==> config.mk <==
export PLATFORM = sky130hd
export DESIGN_NAME = scan_chain_ctrl
export DESIGN_NICKNAME = d
export VERILOG_FILES = /design/src/rtl/scan_chain_ctrl_pkg.sv /design/src/rtl/scan_bit_counter.sv /design/src/rtl/scan_chain_ctrl.sv
export SDC_FILE = /design/constraint.sdc
export NUM_CORES = 1
export LEC_CHECK = 0
export ABC_CLOCK_PERIOD_IN_PS = 4500
export CORE_MARGIN = 10
export CORE_UTILIZATION = 50
export DETAILED_ROUTE_END_ITERATION = 10
export GPL_ROUTABILITY_DRIVEN = 0
export GPL_TIMING_DRIVEN = 0
export PLACE_DENSITY = 0.73
export SLEW_MARGIN = 20
export SYNTH_ARGS = -nofsm -noshare
export SYNTH_HDL_FRONTEND = slang
export SYNTH_SLANG_ARGS = --single-unit
==> constraint.sdc <==
create_clock -name clk -period 4.5 [get_ports clk]
set_clock_uncertainty 0.05 [all_clocks]
set_input_delay 1.35 -clock clk [delete_from_list [all_inputs] [get_ports clk]]
set_output_delay 1.35 -clock clk [all_outputs]
set_load 0.1 [all_outputs]
==> src/rtl/scan_chain_ctrl_pkg.sv <==
// Shared definitions for the scan-chain test initiator: FSM state encoding.
package scan_chain_ctrl_pkg;

    localparam int ST_W = 3;

    typedef enum logic [ST_W-1:0] {
        ST_IDLE    = 3'd0,
        ST_LOAD    = 3'd1,
        ST_CAPTURE = 3'd2,
        ST_UNLOAD  = 3'd3,
        ST_DONE    = 3'd4
    } state_t;

endpackage

==> src/rtl/scan_bit_counter.sv <==
// Bit counter shared by the LOAD and UNLOAD phases; flags the last chain position.
module scan_bit_counter #(
    parameter int CHAIN_LEN = 4,
    parameter int CNT_W     = 3
) (
    input  logic             clk,
    input  logic             r,
    input  logic             clr,
    input  logic             en,
    output logic [CNT_W-1:0] count,
    output logic             last
);

    logic [CNT_W-1:0] count_reg;

    // Clear wins over enable so the final shift cycle wraps straight back to 0.
    always_ff @(posedge clk or negedge r) begin
        if (!r) begin
            count_reg <= '0;
        end else if (clr) begin
            count_reg <= '0;
        end else if (en) begin
            count_reg <= count_reg + CNT_W'(1);
        end
    end

    assign count = count_reg;
    assign last  = (count_reg == CNT_W'(CHAIN_LEN - 1));

endmodule

==> src/rtl/scan_chain_ctrl.sv <==
// Scan-test initiator: shifts a pattern into the chain, captures once, shifts
// the response out through so and flags a mismatch against the expected vector.
module scan_chain_ctrl
    import scan_chain_ctrl_pkg::*;
#(
    parameter int CHAIN_LEN = 4,
    parameter int CNT_W     = 3
) (
    input  logic                 clk,
    input  logic                 r,
    input  logic                 start,
    input  logic [CHAIN_LEN-1:0] pattern,
    input  logic [CHAIN_LEN-1:0] expected,
    input  logic                 so,
    output logic                 se,
    output logic                 si,
    output logic                 busy,
    output logic                 done,
    output logic [CHAIN_LEN-1:0] response,
    output logic                 fail
);

    state_t               state_reg;
    logic [CHAIN_LEN-1:0] pattern_reg;
    logic [CHAIN_LEN-1:0] expected_reg;
    logic [CHAIN_LEN-1:0] resp_reg;
    logic [CHAIN_LEN-1:0] resp_next;
    logic                 se_reg;
    logic                 si_reg;
    logic                 busy_reg;
    logic                 done_reg;
    logic                 fail_reg;

    logic [CNT_W-1:0]     cnt;
    logic [CNT_W-1:0]     cnt_inc;
    logic                 cnt_last;
    logic                 cnt_clr;
    logic                 cnt_en;
    logic [CHAIN_LEN-1:0] si_sel;
    logic                 si_next;

    assign cnt_en  = (state_reg == ST_LOAD) || (state_reg == ST_UNLOAD);
    assign cnt_clr = (state_reg == ST_IDLE) || (cnt_en && cnt_last);

    scan_bit_counter #(
        .CHAIN_LEN (CHAIN_LEN),
        .CNT_W     (CNT_W)
    ) u_bit_counter (
        .clk   (clk),
        .r     (r),
        .clr   (cnt_clr),
        .en    (cnt_en),
        .count (cnt),
        .last  (cnt_last)
    );

    // si is registered, so the mux looks one bit ahead: the bit for the next LOAD cycle.
    assign cnt_inc = cnt + CNT_W'(1);

    genvar gi;
    generate
        for (gi = 0; gi < CHAIN_LEN; gi++) begin : g_si_sel
            assign si_sel[gi] = (cnt_inc == CNT_W'(gi)) && pattern_reg[CHAIN_LEN-1-gi];
        end
    endgenerate

    assign si_next   = |si_sel;
    assign resp_next = {resp_reg[CHAIN_LEN-2:0], so};

    always_ff @(posedge clk or negedge r) begin
        if (!r) begin
            state_reg    <= ST_IDLE;
            pattern_reg  <= '0;
            expected_reg <= '0;
            resp_reg     <= '0;
            se_reg       <= 1'b0;
            si_reg       <= 1'b0;
            busy_reg     <= 1'b0;
            done_reg     <= 1'b0;
            fail_reg     <= 1'b0;
        end else begin
            case (state_reg)
                ST_IDLE: begin
                    se_reg <= 1'b0;
                    si_reg <= 1'b0;
                    if (start) begin
                        pattern_reg  <= pattern;
                        expected_reg <= expected;
                        se_reg       <= 1'b1;
                        si_reg       <= pattern[CHAIN_LEN-1];
                        busy_reg     <= 1'b1;
                        state_reg    <= ST_LOAD;
                    end
                end
                ST_LOAD: begin
                    if (cnt_last) begin
                        se_reg    <= 1'b0;
                        si_reg    <= 1'b0;
                        state_reg <= ST_CAPTURE;
                    end else begin
                        si_reg <= si_next;
                    end
                end
                ST_CAPTURE: begin
                    se_reg    <= 1'b1;
                    si_reg    <= 1'b0;
                    state_reg <= ST_UNLOAD;
                end
                ST_UNLOAD: begin
                    // so is sampled on the same edge that shifts the chain.
                    resp_reg <= resp_next;
                    if (cnt_last) begin
                        se_reg    <= 1'b0;
                        done_reg  <= 1'b1;
                        fail_reg  <= (resp_next != expected_reg);
                        state_reg <= ST_DONE;
                    end
                end
                ST_DONE: begin
                    done_reg  <= 1'b0;
                    busy_reg  <= 1'b0;
                    state_reg <= ST_IDLE;
                end
                default: begin
                    se_reg    <= 1'b0;
                    si_reg    <= 1'b0;
                    busy_reg  <= 1'b0;
                    done_reg  <= 1'b0;
                    state_reg <= ST_IDLE;
                end
            endcase
        end
    end

    assign se       = se_reg;
    assign si       = si_reg;
    assign busy     = busy_reg;
    assign done     = done_reg;
    assign response = resp_reg;
    assign fail     = fail_reg;

endmodule

==> impl_metrics.yaml <==
sta:
  fmax_mhz: 304.8
  setup_viol: 0
  period_share_pct: 72.90
  relSlewSlack_pct: 35.01
  tns_ns: 0
  grt_setup_unrepaired: "no"
  drv_slew: 0
  worst_pin_slew_ns: 0.9718
  min_period_ns: 3.280
  hold_violations: 0
synthesis:
  synth.distinct_cells: 29
  postSynthAreaPerCell_um2: 13.14
  syn_nets: 104
  yosysTopAreaCell: "dfrtp_1"
  ys_seq_area_share_pct: 50.94
  yosys_warnings: 0
  ys_ff_latch: 23
  netlist_instances: 86
  synth_top_area_share_pct: 50.94
  syn_area_um2: 1130
  yosys-top-cells-area: "dfrtp_1 (51%), mux2_4 (12%), ha_1 (6.6%), mux2_1 (4.0%), xnor2_1 (3.1%)"
grt:
  antenna_found_initial: 0
  grt_pass1_wl_mm: 3.305
  grt_max_degree: 24
  overflow: 0
  track_usage_pct: 9.506
  grt_pass1_vias: 724
setup_path:
  crit_arrival_ns: 1.88
  worst_path_largest_cell_delay_ns: 1.16
  cp_max_fo: 4
  critPathKind: "reg -> out"
  crit_chain: "clkdlybuf4s50_1"
  r2r-start: "u_bit_counter.count[0]"
  reg2reg_slack_ns: 2.72
  crit_family: "buffers and inverters"
  startpoint: "response[0]"
  worst_setup_path_start_kind: "flip-flop"
  worstPathRequired_ns: 3.10
  slowest_stage: "clkdlybuf4s50_1"
  crit_buf_inv: 1
  end_kind: "output port"
layout:
  drive_gt1_share_pct: 20.91
  syn2layout_area_growth_pct: 22.81
  fin_nets: 129
  fillers: 194
  multi_input_area_um2: 486.7
  seqCellArea_um2: 575.6
  antenna_cells: 0
job:
  max_cap_violations: 0
status:
  status: "finished clean"
cts:
  clk_latency_ns: 0.30
  cts_resized: 0
  cts_max_level: 1
  cts_setup_buffers: 0
  cts-root-buf: "clkbuf_4"
  clk_pin_slew_ns: 0.12
  cts_num_sinks: 23
  tritoncts: "built"
  numCtsBuffers: 3
  holdBufCountCts: 0
  cts_buffer_depth: 2
die:
  fp.coreArea_um2: 2191
  fp.dieH_um: 67.54
  boundaryPins: 21
  initial_core_util_pct: 51.57
  num_rows: 17
  die_w_um: 67.54
  die_area_um2: 4561
place:
  port_buffers: 20
  post-dp-hpwl_mm: 1.538
detailed_routing:
  wl_per_cell_um: 14.25
  first_pass_iters: 4
  routed_wl_mm: 1.966
  drtIter0Drc: 16
  vias: 706
  antenna_left: 0
  avgViaCountPerCell: 5.116
  drc: 0
min_path:
  holdCritStartpoint: "busy"
  hp-class: "reg -> reg"
[cells in the mapped netlist (all sizes together)]
cell type and n:
dfrtp 23, mux2 13, inv 9, ha 6, nand2 5, o21ai 4
xnor2 4, buf 3, a21oi 2, a22oi 2, nor2 2, a2111oi 1
a21o 1, a221o 1, and3 1, and3b 1, mux2i 1, nand4 1
nor3b 1, o211ai 1, o22ai 1, o311a 1, or3b 1, xor2 1
[metrics by stage]
| step | std cells | util, % | hold slack (ns) | instance area (µm²) | setup WS, ns |
|---|---|---|---|---|---|
| global placement | 134 | 62.31 | 0.4160 | 1365 | 1.569 |
| CTS | 138 | 63.56 | 0.4507 | 1393 | 1.189 |
| global route | 138 | 63.34 | 0.4779 | 1388 | 1.151 |
| detailed placement | 134 | 62.31 | 0.4218 | 1365 | 1.557 |
| finish | 138 | 63.34 | 0.4435 | 1388 | 1.220 |
| floorplan | 86 | - | 0.4262 | 1130 | 2.168 |
[worst paths after layout]
| kind | to | depth (start not counted) |
|---|---|---|
| worst max register to register | si | 5 |
| worst min register to register | busy | 1 |
| max in group asynchronous | busy | 1 |
| worst max-delay path | response[0] | 1 |
| worst min-delay path | busy | 1 |
| min in group asynchronous | pattern_reg[2] | 1 |
[final cells by class]
class,instances,share of cell area (%)
sequential,23,41.48
multi-input combinational,51,35.08
timing repair buffer,20,14.07
tap,28,2.525
buffer,3,2.435
inverter,9,2.435
clock buffer,3,1.623
clock inverter,1,0.3607
[cell families (layout without fill, tap and decap cells)]
kind of cell / Yosys count / after routing / share of synthesized area [%]
adders and majority gates: 6 / 6 / 6.644
DFF: 23 / 23 / 50.94
buffers and inverters: 12 / 36 / 5.980
muxes: 14 / 14 / 16.83
xor gates and xnor gates: 5 / 5 / 3.876
and+or+nand+nor: 12 / 12 / 6.756
AOI/OAI and AO/OA: 14 / 14 / 8.969
[layout by cell type, fill, tap and decap left out, types with 2 or more instances in the layout]
| master | netlist | routed |
|---|---|---|
| clkdlybuf4s50_1 | 0 | 19 |
| mux2_1 | 4 | 4 |
| a21oi_1 | 2 | 2 |
| clkbuf_4 | 0 | 3 |
| nand2_1 | 4 | 4 |
| ha_1 | 6 | 6 |
| dfrtp_1 | 23 | 23 |
| a22oi_1 | 2 | 2 |
| xnor2_1 | 4 | 4 |
| buf_6 | 3 | 3 |
| mux2_4 | 9 | 9 |
| inv_1 | 8 | 8 |
| o21ai_1 | 3 | 3 |
[metal layers]
layer / part of all wire [%] / GRT usage (%) / wire, µm
met1: 44 / 11.36 / 867
met2: 45 / 14.20 / 888
met3: 10 / 4.793 / 198
met4: 0.56 / 3.846 / 11
met5: 0 / 0 / 0
Power is left out: the tool's default activity adds up to more than one toggle a clock period on the data nets, which glitch-free logic cannot reach.
